===== src/rtl/zbuf_fetch_pkg.sv =====
// Shared render definitions for the Z-buffer fetch stage: field widths,
// FSM state codes, Z_COMPARE encodings and the depth-read decision.
package zbuf_fetch_pkg;

    localparam int COORD_W = 10;
    localparam int Z_W     = 16;
    localparam int ADDR_W  = 24;

    // Fetch FSM state codes
    localparam logic [1:0] ST_IDLE = 2'd0;
    localparam logic [1:0] ST_REQ  = 2'd1;
    localparam logic [1:0] ST_WAIT = 2'd2;
    localparam logic [1:0] ST_OUT  = 2'd3;

    // RENDER_MODE Z_COMPARE encodings
    localparam logic [2:0] ZC_LESS   = 3'b001;
    localparam logic [2:0] ZC_ALWAYS = 3'b110;
    localparam logic [2:0] ZC_NEVER  = 3'b111;

    // Depth value reported when no Z-buffer read was made
    localparam logic [Z_W-1:0] ZBUF_CLEAR = 16'hFFFF;

    // A stored depth is only needed when the test is enabled and its outcome
    // actually depends on the stored value.
    function automatic logic zread_needed(input logic en, input logic [2:0] cmp);
        return en && (cmp != ZC_ALWAYS) && (cmp != ZC_NEVER);
    endfunction

endpackage


===== src/rtl/zbuf_fetch_if.sv =====
// Bus bundle for zbuf_fetch: fragment input, depth-test config, SRAM read
// port and the output handshake toward the early Z-test stage.
interface zbuf_fetch_if
    import zbuf_fetch_pkg::*;
#(
    parameter int DATA_W = 64
);

    logic                frag_valid;
    logic                frag_ready;
    logic [COORD_W-1:0]  frag_x;
    logic [COORD_W-1:0]  frag_y;
    logic [Z_W-1:0]      frag_z;
    logic [DATA_W-1:0]   frag_data;

    logic                z_test_en;
    logic [2:0]          z_compare;
    logic [ADDR_W-1:0]   z_base;
    logic [3:0]          fb_width_log2;

    logic                sram_req;
    logic                sram_ack;
    logic [ADDR_W-1:0]   sram_addr;
    logic                sram_rdata_valid;
    logic [Z_W-1:0]      sram_rdata;

    logic                out_valid;
    logic                out_ready;
    logic [COORD_W-1:0]  out_x;
    logic [COORD_W-1:0]  out_y;
    logic [Z_W-1:0]      out_z;
    logic [Z_W-1:0]      out_zbuf;
    logic [DATA_W-1:0]   out_data;

    // Fetch block side
    modport master (
        input  frag_valid, frag_x, frag_y, frag_z, frag_data,
        input  z_test_en, z_compare, z_base, fb_width_log2,
        input  sram_ack, sram_rdata_valid, sram_rdata,
        input  out_ready,
        output frag_ready, sram_req, sram_addr,
        output out_valid, out_x, out_y, out_z, out_zbuf, out_data
    );

    // Surrounding pipeline / memory side
    modport slave (
        output frag_valid, frag_x, frag_y, frag_z, frag_data,
        output z_test_en, z_compare, z_base, fb_width_log2,
        output sram_ack, sram_rdata_valid, sram_rdata,
        output out_ready,
        input  frag_ready, sram_req, sram_addr,
        input  out_valid, out_x, out_y, out_z, out_zbuf, out_data
    );

endinterface


===== src/rtl/zbuf_fetch.sv =====
// Z-buffer fetch: accepts one fragment at a time, reads the stored depth at
// its screen position when the depth test needs it, and presents the fragment
// together with that depth to the early Z-test stage.
module zbuf_fetch
    import zbuf_fetch_pkg::*;
#(
    parameter int DATA_W = 64
)
(
    input  logic          clk,
    input  logic          rst_n,
    zbuf_fetch_if.master  bus
);

    logic [1:0]          state_q;
    logic [1:0]          state_d;
    logic [COORD_W-1:0]  x_q;
    logic [COORD_W-1:0]  y_q;
    logic [Z_W-1:0]      z_q;
    logic [Z_W-1:0]      zbuf_q;
    logic [DATA_W-1:0]   data_q;
    logic [ADDR_W-1:0]   addr_q;
    logic [ADDR_W-1:0]   addr_calc;
    logic                accept;
    logic                rd_needed;
    logic                rd_done;

    // The depth-test config is sampled only at accept; its effect is carried
    // forward by the state choice, so later config changes cannot leak in.
    assign accept    = bus.frag_valid && (state_q == ST_IDLE);
    assign rd_needed = zread_needed(bus.z_test_en, bus.z_compare);

    // Row-major word address, wrapping naturally at 24 bits
    assign addr_calc = bus.z_base
                     + (ADDR_W'(bus.frag_y) << bus.fb_width_log2)
                     + ADDR_W'(bus.frag_x);

    // Return data counts in WAIT, or in REQ when it arrives with the ack
    assign rd_done = bus.sram_rdata_valid &&
                     ((state_q == ST_WAIT) || ((state_q == ST_REQ) && bus.sram_ack));

    // Next-state selection for the single in-flight fragment
    always_comb begin
        state_d = state_q;
        case (state_q)
            ST_IDLE: if (accept)        state_d = rd_needed ? ST_REQ : ST_OUT;
            ST_REQ:  if (bus.sram_ack)  state_d = bus.sram_rdata_valid ? ST_OUT : ST_WAIT;
            ST_WAIT: if (bus.sram_rdata_valid) state_d = ST_OUT;
            ST_OUT:  if (bus.out_ready) state_d = ST_IDLE;
            default:                    state_d = ST_IDLE;
        endcase
    end

    // State register
    always_ff @(posedge clk or negedge rst_n) begin
        if (!rst_n) begin
            state_q <= ST_IDLE;
        end else begin
            state_q <= state_d;
        end
    end

    // Fragment capture at accept and stored-depth capture on read return
    always_ff @(posedge clk or negedge rst_n) begin
        if (!rst_n) begin
            x_q    <= '0;
            y_q    <= '0;
            z_q    <= '0;
            data_q <= '0;
            addr_q <= '0;
            zbuf_q <= ZBUF_CLEAR;
        end else begin
            if (accept) begin
                x_q    <= bus.frag_x;
                y_q    <= bus.frag_y;
                z_q    <= bus.frag_z;
                data_q <= bus.frag_data;
                if (rd_needed) begin
                    addr_q <= addr_calc;
                end else begin
                    zbuf_q <= ZBUF_CLEAR;
                end
            end
            if (rd_done) begin
                zbuf_q <= bus.sram_rdata;
            end
        end
    end

    // Handshake outputs decode from state only
    assign bus.frag_ready = (state_q == ST_IDLE);
    assign bus.sram_req   = (state_q == ST_REQ);
    assign bus.out_valid  = (state_q == ST_OUT);

    assign bus.sram_addr  = addr_q;
    assign bus.out_x      = x_q;
    assign bus.out_y      = y_q;
    assign bus.out_z      = z_q;
    assign bus.out_zbuf   = zbuf_q;
    assign bus.out_data   = data_q;

endmodule

===== src/flat_wrapper.sv =====
// flat-port wrapper written by rule: the top's interface ports become plain ports
module zbuf_fetch_flat import zbuf_fetch_pkg::*;
#(
    parameter int DATA_W = 64
)
  (clk, rst_n, bus_frag_valid, bus_frag_x, bus_frag_y, bus_frag_z, bus_frag_data, bus_z_test_en, bus_z_compare, bus_z_base, bus_fb_width_log2, bus_sram_ack, bus_sram_rdata_valid, bus_sram_rdata, bus_out_ready, bus_frag_ready, bus_sram_req, bus_sram_addr, bus_out_valid, bus_out_x, bus_out_y, bus_out_z, bus_out_zbuf, bus_out_data);
  zbuf_fetch_if #(.DATA_W(DATA_W)) bus_i ();
  input  logic clk;
  input  logic rst_n;
  input wire logic [$bits(bus_i.frag_valid)-1:0] bus_frag_valid;
  input wire logic [$bits(bus_i.frag_x)-1:0] bus_frag_x;
  input wire logic [$bits(bus_i.frag_y)-1:0] bus_frag_y;
  input wire logic [$bits(bus_i.frag_z)-1:0] bus_frag_z;
  input wire logic [$bits(bus_i.frag_data)-1:0] bus_frag_data;
  input wire logic [$bits(bus_i.z_test_en)-1:0] bus_z_test_en;
  input wire logic [$bits(bus_i.z_compare)-1:0] bus_z_compare;
  input wire logic [$bits(bus_i.z_base)-1:0] bus_z_base;
  input wire logic [$bits(bus_i.fb_width_log2)-1:0] bus_fb_width_log2;
  input wire logic [$bits(bus_i.sram_ack)-1:0] bus_sram_ack;
  input wire logic [$bits(bus_i.sram_rdata_valid)-1:0] bus_sram_rdata_valid;
  input wire logic [$bits(bus_i.sram_rdata)-1:0] bus_sram_rdata;
  input wire logic [$bits(bus_i.out_ready)-1:0] bus_out_ready;
  output wire logic [$bits(bus_i.frag_ready)-1:0] bus_frag_ready;
  output wire logic [$bits(bus_i.sram_req)-1:0] bus_sram_req;
  output wire logic [$bits(bus_i.sram_addr)-1:0] bus_sram_addr;
  output wire logic [$bits(bus_i.out_valid)-1:0] bus_out_valid;
  output wire logic [$bits(bus_i.out_x)-1:0] bus_out_x;
  output wire logic [$bits(bus_i.out_y)-1:0] bus_out_y;
  output wire logic [$bits(bus_i.out_z)-1:0] bus_out_z;
  output wire logic [$bits(bus_i.out_zbuf)-1:0] bus_out_zbuf;
  output wire logic [$bits(bus_i.out_data)-1:0] bus_out_data;
  assign bus_i.frag_valid = bus_frag_valid;
  assign bus_i.frag_x = bus_frag_x;
  assign bus_i.frag_y = bus_frag_y;
  assign bus_i.frag_z = bus_frag_z;
  assign bus_i.frag_data = bus_frag_data;
  assign bus_i.z_test_en = bus_z_test_en;
  assign bus_i.z_compare = bus_z_compare;
  assign bus_i.z_base = bus_z_base;
  assign bus_i.fb_width_log2 = bus_fb_width_log2;
  assign bus_i.sram_ack = bus_sram_ack;
  assign bus_i.sram_rdata_valid = bus_sram_rdata_valid;
  assign bus_i.sram_rdata = bus_sram_rdata;
  assign bus_i.out_ready = bus_out_ready;
  assign bus_frag_ready = bus_i.frag_ready;
  assign bus_sram_req = bus_i.sram_req;
  assign bus_sram_addr = bus_i.sram_addr;
  assign bus_out_valid = bus_i.out_valid;
  assign bus_out_x = bus_i.out_x;
  assign bus_out_y = bus_i.out_y;
  assign bus_out_z = bus_i.out_z;
  assign bus_out_zbuf = bus_i.out_zbuf;
  assign bus_out_data = bus_i.out_data;
  zbuf_fetch #(.DATA_W(DATA_W)) u_core (.clk(clk), .rst_n(rst_n), .bus(bus_i));
endmodule

===== config.mk =====
export PLATFORM = sky130hd
export DESIGN_NAME = zbuf_fetch_flat
export DESIGN_NICKNAME = d
export VERILOG_FILES = /design/src/rtl/zbuf_fetch_pkg.sv /design/src/rtl/zbuf_fetch_if.sv /design/src/rtl/zbuf_fetch.sv /design/src/flat_wrapper.sv
export SDC_FILE = /design/constraint.sdc
export NUM_CORES = 1
export LEC_CHECK = 0
export ABC_AREA = 1
export CORE_ASPECT_RATIO = 0.75
export CORE_UTILIZATION = 45
export CTS_CLUSTER_SIZE = 25
export DETAILED_ROUTE_END_ITERATION = 16
export GPL_ROUTABILITY_DRIVEN = 0
export PLACE_DENSITY = 0.81
export SKIP_CTS_REPAIR_TIMING = 1
export SLEW_MARGIN = 15
export SYNTH_ARGS = -nofsm -noshare
export SYNTH_HDL_FRONTEND = slang
export SYNTH_SLANG_ARGS = --single-unit

===== constraint.sdc =====
create_clock -name clk -period 3 [get_ports clk]
set_clock_uncertainty 0.15 [all_clocks]
set_input_delay 0.9 -clock clk [delete_from_list [all_inputs] [get_ports clk]]
set_output_delay 0.9 -clock clk [all_outputs]
set_load 0.05 [all_outputs]

* Word-level counts from Yosys, hierarchy flattened *
Cells that the tools add are included.

word-level totals
  register bits after elaboration = 142
  input port bits = 154
  output and inout port bits = 143
  logic and storage cells = 41

cells by class
  add/sub/neg operators = 2
  eq/ne operators = 10
  shifts and indexed selects = 1
  multiplexer cells = 10
  reduce and logical (&&, ||, !) cells = 11

operators with widths
  operator                                             number
  2-to-1 mux 16 bit                                    3
  adder 24 x 10 -> 24 bit                              1
  adder 24 bit                                         1
  << shifter 10 x 4 -> 24 bit                          1
  2-to-1 mux 2 bit                                     5
  != test 2 bit, second input constant                 4
  case mux 2 bit (4 select lines)                      1
  != test 3 bit, second input constant                 2
  logical AND 1 bit                                    5
  equality test 2 bit, second input constant           2
  AND reduction 2 bit                                  2
  AND reduction 4 bit                                  1
  equality test 2 x 1 -> 1 bit, second input constant  1
  logical NOT 2 bit                                    1
  != test 2 x 1 -> 1 bit, second input constant        1
  nonzero test 2 bit                                   1
  logical OR 1 bit                                     1
  2-to-1 mux 1 bit                                     1

* Longest topological paths before layout *
Gate-level depths: netlist of run 1.

  word-level depth = 6
  gate-level depth with buffers = 22

* Worst setup path before layout of run 1 *
OpenSTA, ideal clock, no wires.

  path type = input port to flip-flop
  start = in bus_fb_width_log2[1]
  end = reg u_core.addr_q[17] (netlist: u_core.bus.sram_addr[17])
  library setup time = 0.118 ns
  arrival = 3.256 ns
  required time = 2.732 ns
  slack = -0.523 ns
  cell stages on the path = 21
  path buffers = 2
  path through = buf_4 > inv_2 > buf_6 > nand2_1 > nor2_1 > nand2_1 > fa_1 > inv_1 > ha_1 > inv_1 > fa_1 > inv_1 > nand3_1 > nand3_1 > nand2_1 > nand3_1 > nand2_1 > nand2_1 > nand2_1 > nand3_1 > nand2_1

between the ends
  longest elaborated chain between the ends = 3

RTL lines
  item                         RTL line            source
  start: declaration           flat_wrapper.sv:18  input wire logic [$bits(bus_i.fb_width_log2)-1:0] bus_fb_width_log2;
  << shifter 10 x 4 -> 24 bit  zbuf_fetch.sv:35    + (ADDR_W'(bus.frag_y) << bus.fb_width_log2)
  adder 24 bit                 zbuf_fetch.sv:35
  adder 24 x 10 -> 24 bit      zbuf_fetch.sv:36    + ADDR_W'(bus.frag_x);
  end signal: assignment       zbuf_fetch.sv:79    addr_q <= addr_calc;
  end: declaration             zbuf_fetch.sv:22    logic [ADDR_W-1:0] addr_q;

No other way between the ends.
A chain may end at the register's enable or synchronous reset.

* Worst setup path in the final report of run 1 *
  start = in bus_fb_width_log2[0]
  end = reg u_core.addr_q[19] (netlist: u_core.bus.sram_addr[19])

Same word-level chain as after synthesis.

==> results.toml, run 1 <==
[cells_and_area]
fin_util_pct = 77.9
final_cell_mix = "nand2_1 (457), clkdlybuf4s50_1 (277), dfrtp_1 (126)"
drive_gt1_share_pct = 21.9
area_growth_pct = 66.7
fin_nets = 1648
final_area_sq_um = 13400
nFillCells = 1138
final_common_cell = "nand2_1"

[clocking]
cts_sinks = 142
worstSkewPairLatency_ns = 0.42
clockRootBuffer = "clkbuf_16"
cts_buffers = 17
cts_tree = "done"
cts.clk_slew.worst_paths_ns = 0.07
h-tree-depth = 4
clock_path_buffers = 2

[logic_synthesis]
syn-mean-instance-area_sq_um = 7.45
netlist.top_cell.by_area = "dfrtp_1"
synth_edf_count = 0
synth_top_area_share_pct = 39.4
ys_ff_latch = 142
synthCells = 1075
ys.flop_type = "dfrtp_1"
ys_async_sr_fraction_pct = 100
ys_warn_count = 0
synthDistinctLibCells = 39
syn-num-nets = 1279
synth_area_sq_um = 8010
synth_seq_area_share_pct = 44.6
yosys-top-cells-area = "dfrtp_1 (39%), nand2_1 (24%), ha_1 (6.1%), dfstp_2 (5.3%), inv_1 (5.0%)"

[sta]
period_minus_slack_ns = 3.42
rsz0062_at_grt = "true"
slew_violations = 0
fmax_mhz = 293
finalSetupViolCount = 20
setup_tns_ns = -6.10
worst_slew_pin_slew_ns = 0.732
period_share_pct = 114
setup_ws_ns = -0.416
finalHoldViolations = 0
max-slew-margin-rel_pct = 51.2

[placed_design]
port_buffers = 295
post_dp_cell_area_sq_um = 11800
preCtsSetupSlack_ns = -1.23
hpwl_mm = 19.7

[global_routing]
grt_max_degree = 71
gr-usage-all-layers_pct = 28.5
grt_overflow_total = 0
grt_pass1_vias = 7687
grt_pass1_wl_mm = 39.9
antenna_found_initial = 2

[route]
vias = 8578
dr.first_iter.drc_count = 805
wl_per_cell_microns = 16.9
ant_nets = 0
dr.pass1.iters = 6
post_drt_via_cell_ratio = 5.06
routed_wl_mm = 28.7
drc = 0

[critical_path]
worstRegToRegCells = 6
start_kind = "input pin"
rr_endpoint = "u_core.bus.out_zbuf[3]"
end_kind = "flop"
crit_arrival_ns = 3.58
path_delay_family = "simple AND/OR/NAND/NOR gates"
criticalPathCategory = "input pin to flop"
path_buf_inv = 2
max_stage_delay_ns = 0.53
critPathMaxFanout = 5
cp_common_cell = "nand2_1"
crit_start = "bus_fb_width_log2[0]"
critPathSlowestCell = "fa_1"
path_cells = "buf_12 > buf_12 > nand2_4 > o21ai_4 > mux2i_2 > nor2_2 > a31oi_4 > o21ai_4 > fa_1 > ha_4 > nand2_4 > nor2_4 > nand3_2 > nand3_2 > nand2_2 > nand2_1 > nand2_1 > nand3_1 > nand2_1"
crit_required_ns = 3.17
rr_startpoint = "u_core.state_q[0]"
rrSetupSlack_ns = 0.89

[outcome]
status = "complete, but fails checks"
violations = "negative setup slack"

[pwr]
power.leakage_uw = 0.00677
irDropWorstVdd_mv = 0.663
powerDensity_nw_per_um2 = 1030

[floorplan]
start_util_pct = 46.7
ios = 297
dieWidth_microns = 156
die_y_microns = 118
num_rows = 41
fp.dieArea_sq_um = 18300
core_sq_um = 17100

[min_path]
hp-class = "input pin to async pin"

[job]
maxCapViolCount = 0
-- through the flow --
stage                     power (uW)  hold slack (ns)  instances
after floorplan                 8350            0.424       1075
after global placement         11000            0.301       1634
after detailed placement       11200            0.306       1634
after CTS                      13400            0.299       1666
after global routing           14400            0.320       1695
final                          13700            0.290       1695
-- power by group --
part	leakage, uW	switching, uW	total [uW]	internal [uW]
Sequential	0.00174	489	3350	2860
Clock	0.000297	959	2210	1250
Combinational	0.00473	5450	8180	2730
-- cell usage after synthesis, drive strengths merged, types with 2 or more instances --
cell and n:
dfrtp 126, ha 39, nand3b 5, buf 22, fa 11, a31oi 5
xor2 6, o21bai 2, inv 111, nor2 71, nand4 8, o21ai 43
dfstp 16, mux2i 3, nor3 6, a21oi 29, clkbuf 14, nand3 39
and2 2, nand2 509, xnor2 2
-- kinds of logic (layout without fill, tap and decap cells) --
group | Yosys count | after routing | share of synthesized area (%)
AOI/OAI and AO/OA | 83 | 83 | 5.75
adders and majority gates | 50 | 50 | 8.85
DFF | 142 | 142 | 44.6
other | 0 | 2 | 0
and+or+nand+nor | 641 | 641 | 31.9
xor gates and xnor gates | 8 | 8 | 0.875
muxes | 3 | 3 | 0.375
buffers and inverters | 148 | 530 | 7.58
-- final cells by class --
cell class / instances / area, sq um / area share, %
Multi-Input combinational cell: 785 / 4650 / 34.8
Timing Repair Buffer: 386 / 3800 / 28.5
Sequential cell: 142 / 3570 / 26.8
Clock buffer: 19 / 464 / 3.48
Inverter: 112 / 428 / 3.21
Tap cell: 236 / 295 / 2.21
Clock inverter: 13 / 136 / 1.02
Antenna cell: 2 / 5.00 / 0.0375
-- worst reg2reg max path, cell delays in order (launching register included) --
cell and delay, ns:
dfrtp_1 0.40, inv_1 0.10, ha_1 0.31, nand2_4 0.15
inv_2 0.08, a22oi_2 0.62, a21oi_1 0.19
-- metal layers --
metal	GRT usage, %	wire (microns)	up-vias
li1	-	-	4062
met5	0	0	-
met4	10.7	882	0
met3	8.14	2430	65
met2	45.2	13800	393
met1	36.7	11600	4058
-- worst max-delay path by stage --
| stage | endpoint | slack, ns | cells past startpoint |
|---|---|---|---|
| global placement | u_core.bus.sram_addr[18] | -1.16 | 19 |
| global route | u_core.bus.sram_addr[19] | -0.51 | 21 |
| finish | u_core.bus.sram_addr[19] | -0.42 | 19 |
| CTS | u_core.bus.sram_addr[18] | -0.78 | 19 |
| floorplan | u_core.bus.sram_addr[20] | -0.42 | 18 |
| detailed placement | u_core.bus.sram_addr[18] | -1.23 | 19 |
-- registers in the layout, indices dropped and copies added (netlist names) --
signal / flops
u_core.bus.sram_addr: 24
u_core.bus.out_z: 16
u_core.bus.out_zbuf: 16
u_core.bus.out_y: 10
u_core.bus.out_data: 64
u_core.state_q: 2
u_core.bus.out_x: 10
No activity file was read; power rests on OpenSTA's default activity.
==> run 2, diff against run 1 <==
- RECOVER_POWER: unset -> 25
==> results.toml, run 2 (synthesized netlist as in run 1, its figures left out) <==
[outcome]
status = "complete, but fails checks"
violations = "negative setup slack"

[min_path]
hold_depth = 2
min_to = "u_core.bus.out_zbuf[7]"
min_from = "u_core.bus.out_zbuf[7]"
hp-class = "flop to flop"

[critical_path]
crit_arrival_ns = 3.59
criticalPathCategory = "input pin to flop"
rr_startpoint = "u_core.state_q[0]"
critPathSlowestCell = "fa_1"
path_buf_inv = 2
cp_common_cell = "nand2_1"
crit_required_ns = 3.16
critPathMaxFanout = 5
path_cells = "buf_12 > buf_12 > nand2_4 > o21ai_4 > mux2i_2 > nor2_2 > a31oi_4 > o21ai_4 > fa_1 > ha_4 > nand2_4 > nor2_4 > nand3_2 > nand3_2 > nand2_2 > nand2_1 > nand2_1 > nand3_1 > nand2_1"
start_kind = "input pin"
path_delay_family = "simple AND/OR/NAND/NOR gates"
end_kind = "flop"
max_stage_delay_ns = 0.53
rrSetupSlack_ns = 0.90
rr_endpoint = "u_core.bus.out_zbuf[3]"
worstRegToRegCells = 6

[route]
vias = 8602
drc = 0
routed_wl_mm = 28.7
post_drt_via_cell_ratio = 5.07
wl_per_cell_microns = 17.0
dr.pass1.iters = 5
ant_nets = 0
dr.first_iter.drc_count = 755

[sta]
fmax_mhz = 291
setup_ws_ns = -0.433
period_minus_slack_ns = 3.43
max-slew-margin-rel_pct = 4.86
holdWs_ns = 0.315
slew_violations = 0
finalSetupViolCount = 20
worst_slew_pin_slew_ns = 1.43
period_share_pct = 114
finalHoldViolations = 0
rsz0062_at_grt = "true"

[global_routing]
antenna_found_initial = 2
gr-usage-all-layers_pct = 28.5
grt_max_degree = 71
grt_pass1_wl_mm = 39.9
grt_overflow_total = 0
grt_pass1_vias = 7687

[placed_design]
port_buffers = 295
hpwl_mm = 19.7
post_dp_cell_area_sq_um = 11800
preCtsSetupSlack_ns = -1.23

[floorplan]
start_util_pct = 46.7
ios = 297
fp.dieArea_sq_um = 18300
dieWidth_microns = 156
core_sq_um = 17100
num_rows = 41
die_y_microns = 118

[cells_and_area]
largest_reg_flops = 64
fin_nets = 1648
fin_util_pct = 77.7
drive_gt1_share_pct = 21.8
seq_area_sq_um = 3570
final_area_sq_um = 13300
multiInputGateArea_sq_um = 4650
final_common_cell = "nand2_1"
final_cell_mix = "nand2_1 (457), clkdlybuf4s50_1 (277), dfrtp_1 (126)"
nFillCells = 1143
area_growth_pct = 66.2

[clocking]
cts_tree = "done"
clockRootBuffer = "clkbuf_16"
cts_buffers = 17
h-tree-depth = 4
clock_path_buffers = 2
worstSkewPairLatency_ns = 0.42
cts.clk_slew.worst_paths_ns = 0.07
cts_sinks = 142

[pwr]
power.leakage_uw = 0.00675
irDropWorstVdd_mv = 0.662
powerDensity_nw_per_um2 = 1030
total_power_uw = 13700

[job]
maxCapViolCount = 0
==> run 2: cell count changes in the layout (fill, tap and decap cells not counted), sizes merged <==
cell,previous run,this run
buf,92,88
clkbuf,22,26
==> run 2: layout make-up <==
cell class	instances	area share (%)
Inverter	112	3.21
Clock inverter	13	1.02
Sequential cell	142	26.8
Antenna cell	2	0.0376
Timing Repair Buffer	386	28.3
Multi-Input combinational cell	785	34.9
Clock buffer	19	3.49
Tap cell	236	2.22
==> run 2: report_power, final <==
group	leakage (uW)	internal (uW)	switching [uW]
Sequential	0.00174	2860	490
Clock	0.000297	1250	956
Combinational	0.00472	2720	5450
==> run 2: worst register-to-register path: stages, from the launching register on <==
cell     delay [ns]
dfrtp_1        0.40
inv_1          0.10
ha_1           0.31
nand2_4        0.15
inv_2          0.08
a22oi_2        0.62
a21oi_1        0.19
==> run 2: metrics by stage <==
stage          setup TNS [ns]  instances
2_1_floorplan           -6.69       1075
3_3_place_gp           -23.06       1634
3_5_place_dp           -24.40       1634
4_1_cts                -14.64       1666
5_1_grt                 -7.94       1695
6_report                -6.28       1695
==> run 2: worst max-delay path by stage <==
stage | from | endpoint | slack (ns) | cells after the start
after floorplan | bus_fb_width_log2[0] | u_core.bus.sram_addr[20] | -0.42 | 18
after global placement | bus_fb_width_log2[0] | u_core.bus.sram_addr[18] | -1.16 | 19
after detailed placement | bus_fb_width_log2[0] | u_core.bus.sram_addr[18] | -1.23 | 19
after CTS | bus_fb_width_log2[0] | u_core.bus.sram_addr[18] | -0.78 | 19
after global routing | bus_fb_width_log2[0] | u_core.bus.sram_addr[19] | -0.51 | 21
final | bus_fb_width_log2[0] | u_core.bus.sram_addr[19] | -0.43 | 19
==> run 2: routing by layer <==
layer  vias to the layer above  share of wire (%)  global-route usage [%]
met3                        57                8.6                    8.14
met4                         0                2.8                    10.7
met2                       403                 48                    45.2
met1                      4085                 40                    36.7
li1                       4057                  -                       -
met5                         -                  0                       0
